### src/rtl/bcd3_countdown_if.sv
// ---------------------------------------------------------------------------
// bcd3_countdown_if
//   Control/status bundle for the three-digit BCD countdown timer.
//   master : drives load/din/start/abort/tick, observes count and flags
//   slave  : the timer itself
//   load   - capture din (ignored while running)
//   din    - BCD value {hundreds, tens, ones}
//   start  - begin counting
//   abort  - stop counting, keep current value
//   tick   - decrement enable
//   dout   - current BCD count
//   zero   - dout == 000 (combinational)
//   busy   - counting
//   done   - one-cycle expiry pulse
//   err    - sticky invalid-BCD-load flag
// ---------------------------------------------------------------------------
interface bcd3_countdown_if;
  logic        load;
  logic [11:0] din;
  logic        start;
  logic        abort;
  logic        tick;
  logic [11:0] dout;
  logic        zero;
  logic        busy;
  logic        done;
  logic        err;

  modport master (
    output load, din, start, abort, tick,
    input  dout, zero, busy, done, err
  );

  modport slave (
    input  load, din, start, abort, tick,
    output dout, zero, busy, done, err
  );
endinterface

### src/rtl/bcd3_countdown.sv
// ---------------------------------------------------------------------------
// bcd3_countdown
//   Registered three-digit BCD down-counter / timer with IDLE/RUN/DONE FSM.
//   Loads a BCD value 000-999, decrements once per tick while running and
//   raises a one-cycle done pulse on expiry. WRAP=1 reloads the last loaded
//   value on expiry and keeps running (period of N ticks for a loaded N).
//   Ports:
//     clk   - rising-edge clock
//     reset - asynchronous, active-high
//     bus   - control/status bundle (slave side), see bcd3_countdown_if
// ---------------------------------------------------------------------------

// One BCD digit of the borrow chain.
module bcd3_dig_dec (
  input  logic [3:0] d_i,
  input  logic       bin_i,
  output logic [3:0] q_o,
  output logic       bout_o
);
  always_comb begin
    q_o    = d_i;
    bout_o = 1'b0;
    if (bin_i) begin
      if (d_i == 4'd0) begin
        q_o    = 4'd9;
        bout_o = 1'b1;
      end else begin
        q_o = d_i - 4'd1;
      end
    end
  end
endmodule

module bcd3_countdown #(
  parameter bit WRAP = 1'b0
) (
  input  logic             clk,
  input  logic             reset,
  bcd3_countdown_if.slave  bus
);
  localparam int NUM_DIGITS = 3;

  typedef enum logic [1:0] {IDLE, RUN, DONE} state_t;

  state_t      state_q, state_d;
  logic [11:0] dout_q, dout_d;
  logic [11:0] reload_q, reload_d;
  logic        done_q, done_d;
  logic        err_q, err_d;

  // Decrement datapath: ones digit always borrows in, each higher digit
  // only moves on a borrow from below.
  logic [NUM_DIGITS-1:0][3:0] cur, dec;
  logic [NUM_DIGITS-1:0]      borrow_in, borrow_out;
  logic                       unused_top_borrow;

  assign cur               = dout_q;
  assign borrow_in         = {borrow_out[NUM_DIGITS-2:0], 1'b1};
  // A borrow out of hundreds would mean decrementing 000, which never
  // happens in RUN (expiry is caught at 001).
  assign unused_top_borrow = borrow_out[NUM_DIGITS-1];

  genvar g;
  generate
    for (g = 0; g < NUM_DIGITS; g++) begin : g_dig
      bcd3_dig_dec u_dig (
        .d_i    (cur[g]),
        .bin_i  (borrow_in[g]),
        .q_o    (dec[g]),
        .bout_o (borrow_out[g])
      );
    end
  endgenerate

  logic din_ok;
  assign din_ok = (bus.din[11:8] <= 4'd9) && (bus.din[7:4] <= 4'd9) &&
                  (bus.din[3:0] <= 4'd9);

  always_ff @(posedge clk or posedge reset) begin
    if (reset) begin
      state_q  <= IDLE;
      dout_q   <= 12'h000;
      reload_q <= 12'h000;
      done_q   <= 1'b0;
      err_q    <= 1'b0;
    end else begin
      state_q  <= state_d;
      dout_q   <= dout_d;
      reload_q <= reload_d;
      done_q   <= done_d;
      err_q    <= err_d;
    end
  end

  always_comb begin
    state_d  = state_q;
    dout_d   = dout_q;
    reload_d = reload_q;
    done_d   = 1'b0;
    err_d    = err_q;
    case (state_q)
      IDLE, DONE: begin
        // load has priority; a coincident start is dropped
        if (bus.load) begin
          if (din_ok) begin
            dout_d   = bus.din;
            reload_d = bus.din;
            err_d    = 1'b0;
            state_d  = IDLE;
          end else begin
            err_d = 1'b1;
          end
        end else if (bus.start) begin
          if (dout_q != 12'h000) begin
            state_d = RUN;
          end else if (!WRAP) begin
            state_d = DONE;
            done_d  = 1'b1;
          end
          // periodic mode with nothing loaded: nothing to time, stay put
        end
      end
      RUN: begin
        if (bus.abort) begin
          state_d = IDLE;
        end else if (bus.tick) begin
          if (dout_q == 12'h001) begin
            done_d = 1'b1;
            if (WRAP) begin
              dout_d = reload_q;  // skip 000 so period is exactly N ticks
            end else begin
              dout_d  = 12'h000;
              state_d = DONE;
            end
          end else begin
            dout_d = dec;
          end
        end
      end
      default: state_d = IDLE;
    endcase
  end

  assign bus.dout = dout_q;
  assign bus.zero = (dout_q == 12'h000);
  assign bus.busy = (state_q == RUN);
  assign bus.done = done_q;
  assign bus.err  = err_q;
endmodule

### src/flat_wrapper.sv
// flat-port wrapper written by rule: the top's interface ports become plain ports
module bcd3_countdown_flat 
#(
  parameter bit WRAP = 1'b0
)
  (clk, reset, bus_load, bus_din, bus_start, bus_abort, bus_tick, bus_dout, bus_zero, bus_busy, bus_done, bus_err);
  bcd3_countdown_if bus_i ();
  input  logic clk;
  input  logic reset;
  input wire logic [$bits(bus_i.load)-1:0] bus_load;
  input wire logic [$bits(bus_i.din)-1:0] bus_din;
  input wire logic [$bits(bus_i.start)-1:0] bus_start;
  input wire logic [$bits(bus_i.abort)-1:0] bus_abort;
  input wire logic [$bits(bus_i.tick)-1:0] bus_tick;
  output wire logic [$bits(bus_i.dout)-1:0] bus_dout;
  output wire logic [$bits(bus_i.zero)-1:0] bus_zero;
  output wire logic [$bits(bus_i.busy)-1:0] bus_busy;
  output wire logic [$bits(bus_i.done)-1:0] bus_done;
  output wire logic [$bits(bus_i.err)-1:0] bus_err;
  assign bus_i.load = bus_load;
  assign bus_i.din = bus_din;
  assign bus_i.start = bus_start;
  assign bus_i.abort = bus_abort;
  assign bus_i.tick = bus_tick;
  assign bus_dout = bus_i.dout;
  assign bus_zero = bus_i.zero;
  assign bus_busy = bus_i.busy;
  assign bus_done = bus_i.done;
  assign bus_err = bus_i.err;
  bcd3_countdown #(.WRAP(WRAP)) u_core (.clk(clk), .reset(reset), .bus(bus_i));
endmodule
### config.mk
export PLATFORM = sky130hd
export DESIGN_NAME = bcd3_countdown_flat
export DESIGN_NICKNAME = d
export VERILOG_FILES = /design/src/rtl/bcd3_countdown_if.sv /design/src/rtl/bcd3_countdown.sv /design/src/flat_wrapper.sv
export SDC_FILE = /design/constraint.sdc
export NUM_CORES = 1
export LEC_CHECK = 0
export CORE_MARGIN = 2
export CORE_UTILIZATION = 51
export DETAILED_ROUTE_END_ITERATION = 16
export GPL_TIMING_DRIVEN = 1
export PLACE_DENSITY = 0.84
export SETUP_SLACK_MARGIN = 0.2
export SYNTH_ARGS = -nofsm -noshare
export SYNTH_HDL_FRONTEND = slang
export SYNTH_SLANG_ARGS = --single-unit
### constraint.sdc
create_clock -name clk -period 4.2 [get_ports clk]
set_input_delay 0.63 -clock clk [delete_from_list [all_inputs] [get_ports clk]]
set_output_delay 0.63 -clock clk [all_outputs]
set_load 0.005 [all_outputs]
== After elaboration in Yosys (flattened, before gate mapping) ==
Cells that the tools add are included.

* Add/subtract/negate cells: 3
* $lt $le $gt $ge: 3
* Eq/ne operators: 13
* Multiplexer cells: 30
* Reductions and logical operators: 15

{| class="wikitable"
|+ Operator list
! kind !! number
|-
| 12-bit two-way mux || 5
|-
| 12-bit case mux with 2 select lines || 1
|-
| 4-bit two-way mux || 5
|-
| 2-bit two-way mux || 7
|-
| 12-bit by 1-bit equality test with 1-bit output, second input constant || 1
|-
| 4-bit <= comparator, second input constant || 3
|-
| 12-bit logical NOT || 1
|-
| 4-bit logical NOT || 3
|-
| 6-bit AND reduction || 2
|-
| 12-bit nonzero test || 1
|-
| 4-bit by 1-bit subtractor with 4-bit output, second input constant || 3
|-
| 1-bit two-way mux || 10
|-
| 2-bit inequality test, second input constant || 3
|-
| 3-bit by 1-bit inequality test with 1-bit output, second input constant || 2
|-
| 3-bit by 2-bit inequality test with 1-bit output, second input constant || 2
|-
| 3-bit inequality test, second input constant || 2
|-
| 5-bit AND reduction || 1
|-
| 2-bit case mux with 2 select lines || 1
|-
| 4-bit AND reduction || 1
|-
| 2-bit by 1-bit equality test with 1-bit output, second input constant || 1
|-
| 2-bit equality test, second input constant || 1
|-
| 1-bit logical AND || 2
|-
| 2-bit logical NOT || 1
|-
| 2-bit by 1-bit inequality test with 1-bit output, second input constant || 1
|-
| other kinds (4) || 4
|}

* Register bits after elaboration: 16
* Word-level logic and storage cells: 70

== Depth between registers and ports, before layout ==
* Word-level depth: 8
* Mapped depth: 6

== Cells and area by module ==
A second synthesis with hierarchy kept.

* Cell total of the unflattened synthesis: 122
* Area, all modules: 1234.9 µm²

{| class="wikitable"
|+ By module, submodules not included
! module !! instances !! cells an instance !! area an instance (µm²) !! sequential area each (µm²)
|-
| bcd3_countdown || 1 || 89 || 998.5 || 400.4
|-
| bcd3_dig_dec || 3 || 11 || 78.8 || 0.0
|}

== Least setup slack after synthesis ==
OpenSTA, ideal clock, no wires.

* Kind: reg-to-reg
* Start: reg u_core.dout_q[8] (netlist: u_core.bus.dout[8])
* End: reg u_core.dout_q[10] (netlist: u_core.bus.dout[10])
* Data arrival time: 1.822 ns
* Slack: 2.253 ns
* Stages on the path, launching flop included: 7
* Path buffers: 0
* Clock period less this slack: 1.947 ns
* Path through: dfrtp_1 inv_1 ha_1 nor3b_4 a31oi_4 a211oi_4 mux2_4

* Word-level cells in the longest chain between the ends: 7
* Elaborated cells between the ends (all ways): 11
* Classes of those cells: add/sub: 1; eq/ne: 2; mux: 6; reduce/logical: 2

{| class="wikitable"
|+ RTL lines
! what !! line !! text
|-
| start: declaration || bcd3_countdown.sv:46 || <nowiki>logic [11:0] dout_q, dout_d;</nowiki>
|-
| start signal: assignment || bcd3_countdown.sv:88 || <nowiki>dout_q <= dout_d;</nowiki>
|-
| 4-bit by 1-bit subtractor with 4-bit output or 4-bit logical NOT (tied branches) || bcd3_countdown.sv:28, bcd3_countdown.sv:24 ||
|-
| 4-bit two-way mux || bcd3_countdown.sv:24 || <nowiki>if (d_i == 4'd0) begin</nowiki>
|-
| 4-bit two-way mux || bcd3_countdown.sv:23 || <nowiki>if (bin_i) begin</nowiki>
|-
| 12-bit two-way mux || bcd3_countdown.sv:127 || <nowiki>if (dout_q == 12'h001) begin</nowiki>
|-
| 12-bit two-way mux || bcd3_countdown.sv:126 || <nowiki>end else if (bus.tick) begin</nowiki>
|-
| 12-bit two-way mux || bcd3_countdown.sv:124 || <nowiki>if (bus.abort) begin</nowiki>
|-
| 12-bit case mux with 2 select lines || bcd3_countdown.sv:101 || <nowiki>case (state_q)</nowiki>
|}

Several ways; a longest one is shown, not always the timed one. The select of a mux whose other input is x is not followed.
A chain may end at the register's enable or synchronous reset.

== Final worst setup path ==
* Start: reg u_core.dout_q[8] (netlist: u_core.bus.dout[8])
* End: out bus_zero

* Word-level cells in the longest chain between the ends: 1

{| class="wikitable"
|+ RTL lines
! what !! line !! text
|-
| 12-bit logical NOT || bcd3_countdown.sv:145 || <nowiki>assign bus.zero = (dout_q == 12'h000);</nowiki>
|-
| end: declaration || flat_wrapper.sv:16 || <nowiki>output wire logic [$bits(bus_i.zero)-1:0] bus_zero;</nowiki>
|}

Every way passes these cells.

==> flow_metrics.env <==
export IMPL_die_w_um=53.4
export IMPL_outcome="finished clean"
export IMPL_cts_resized=0
export IMPL_overflow=0
export IMPL_timing_final_ws_setup_ps=1380
export IMPL_drt_wirelength_per_cell_um=17.1
export IMPL_grt_usage_pct=24.1
export IMPL_grt_max_degree=18
export IMPL_cts_made_buffers=3
export IMPL_tns_ps=0
export IMPL_fmax_mhz=355
export IMPL_synth_area_leader_cell="dfrtp_1"
export IMPL_die_y_um=53.4
export IMPL_cts_max_path_buffers=2
export IMPL_cp_cell_sequence="inv_1 > ha_1 > nor3b_4 > nand3_1 > inv_1 > clkdlybuf4s50_1"
export IMPL_setup_viol=0
export IMPL_synth_edf_count=0
export IMPL_p_per_area_nw_per_um2=567
export IMPL_path_buf_inv=3
export IMPL_skew_ps=2.14
export IMPL_grt_setup_unrepaired="no"
export IMPL_r2r_setup_slack_ps=1970
export IMPL_leakagePower_nw=0.640
export IMPL_yosys_warnings=0
export IMPL_worstPathArrival_ps=2190
export IMPL_ant_nets=0
export IMPL_final_common_cell="clkdlybuf4s50_1"
export IMPL_hold_viol=0
export IMPL_final_max_slew_viol_count=0
export IMPL_fin_crit_ps=2820
export IMPL_cp_start_kind="flop"
export IMPL_path_clk_slew_ps=100
export IMPL_initial_utilization_pct=55.2
export IMPL_layout_drive_gt1_share_pct=13.5
export IMPL_slew_headroom_pct=51.1
export IMPL_postCtsHoldBufs=0
export IMPL_cap_violations=0
export IMPL_rows=17
export IMPL_area_delta_synth_final_pct=29.9
export IMPL_grt_pass1_vias=1048
export IMPL_path_class="reg -> out"
export IMPL_htree_levels=1
export IMPL_synth_cell_type_count=48
export IMPL_cts_setup_buffers=0
export IMPL_core_area_um2=2250
export IMPL_grt_first_pass_wirelength_mm=4.89
export IMPL_dp_hpwl_mm=2.40
export IMPL_cpPeakStageDelay_ps=490
export IMPL_diodes=0
export IMPL_synthesis_nets=146
export IMPL_dpl_worst_slack_ps=1680
export IMPL_viasPerCell=6.17
export IMPL_avgSynthCellArea_um2=10.2
export IMPL_nNetsFinal=181
export IMPL_critical_path_endpoint_type="output port"
export IMPL_period_share_pct=67.1
export IMPL_worst_pin_slew_ps=734
export IMPL_critical_path_max_fanout=5
export IMPL_first_iter_violations=31
export IMPL_layout_common_cells="clkdlybuf4s50_1 (33), dfrtp_1 (16), inv_1 (12), nand2_1 (7), ha_1 (6)"
export IMPL_synth_ff_type="dfrtp_1"
export IMPL_cts_tree="built"
export IMPL_total_power_w=0.000916
export IMPL_synth_async_reset_ratio_pct=100
export IMPL_num_vias=1130
export IMPL_die_area_um2=2850
export IMPL_drc=0
export IMPL_cp_slowest_cell="clkdlybuf4s50_1"
export IMPL_ys_seq_area_share_pct=32.2
export IMPL_clkSinkCount=16
export IMPL_required_ps=3570
export IMPL_first_pass_iters=4
export IMPL_crit_top_cell="inv_1"
export IMPL_gp_routability_congestion=0.814
export IMPL_hold_class="reg -> reg"
export IMPL_syn_cell_area_um2=1240
export IMPL_worstSkewPairLatency_ps=290
export IMPL_io_pins=34
export IMPL_ir_drop_mv=0.372
export IMPL_cts_root_buf="clkbuf_4"
export IMPL_port_buffers=33
export IMPL_synth_top_area_share_pct=32.2
export IMPL_antenna_found_initial=0
export IMPL_wl_mm=3.12
export IMPL_ys_seq_elements=16
export IMPL_synth_cells=122
export IMPL_synth_area_leaders="dfrtp_1 (32%), ha_1 (6.0%), nor3b_4 (4.5%)"
export IMPL_crit_family="buffers and inverters"
-- flip-flops by register name, indices dropped and copies added (netlist names) --
signal,count
u_core.bus.dout,12
u_core.state_q,2
u_core.bus.done,1
u_core.bus.err,1
-- final cells by class --
class / instances / area [µm²]
clock buffer: 3 / 22.5
fill: 185 / 639
inverter: 13 / 50.0
multi-input combinational: 90 / 777
sequential: 16 / 400
tap: 28 / 35.0
timing repair buffer: 33 / 330
-- per-layer routing --
layer,vias up,wire [µm],track usage (%)
li1,528,-,-
met1,555,1450,31.5
met2,42,1510,39.7
met3,5,137,4.24
met4,0,27,8.12
met5,-,0,0
-- cell usage after synthesis (3+ instances only) --
master,n
dfrtp_1,16
inv_1,12
nand2_1,7
ha_1,6
mux2i_1,5
nor3_1,5
a21oi_1,4
a2bb2oi_1,4
a22oi_1,3
nand2b_1,3
nor2_1,3
nor3b_4,3
o21ai_0,3
o21ai_1,3
or3b_1,3
-- through the flow --
step	hold slack [ps]	util (%)	area [µm²]	cells
finish	587	71.6	1620	183
CTS	590	71.6	1620	183
floorplan	511	-	1240	122
detailed placement	562	70.6	1590	180
global placement	546	70.6	1590	180
global route	605	71.6	1620	183
-- final timing paths --
path / from / endpoint / depth (start not counted)
worst max register to register: u_core.bus.dout[8]$_DFFE_PP0P_ / u_core.bus.dout[10]$_DFFE_PP0P_ / 6
max in group asynchronous: reset / u_core.bus.dout[0]$_DFFE_PP0P_ / 2
worst min-delay path: u_core.state_q[1]$_DFFE_PP0P_ / u_core.state_q[1]$_DFFE_PP0P_ / 1
worst max-delay path: u_core.bus.dout[8]$_DFFE_PP0P_ / bus_zero / 6
min in group asynchronous: reset / u_core.bus.dout[2]$_DFFE_PP0P_ / 2
worst min register to register: u_core.state_q[1]$_DFFE_PP0P_ / u_core.state_q[1]$_DFFE_PP0P_ / 1
-- cell families after synthesis --
group | after synthesis | share of synthesized area [%]
AOI/OAI and AO/OA | 42 | 30.1
adders and majority gates | 6 | 6.04
buffers and inverters | 16 | 5.33
DFF | 16 | 32.2
muxes | 9 | 8.25
and+or+nand+nor | 33 | 18.1
-- power breakdown --
part | leakage, nW | switching (W) | internal [W]
sequential | 0.189 | 0.000115 | 0.000215
clock | 0.0138 | 0.0000512 | 0.0000334
combinational | 0.437 | 0.000210 | 0.000291
total | 0.640 | 0.000376 | 0.000540
(Power assumes the default switching activity.)
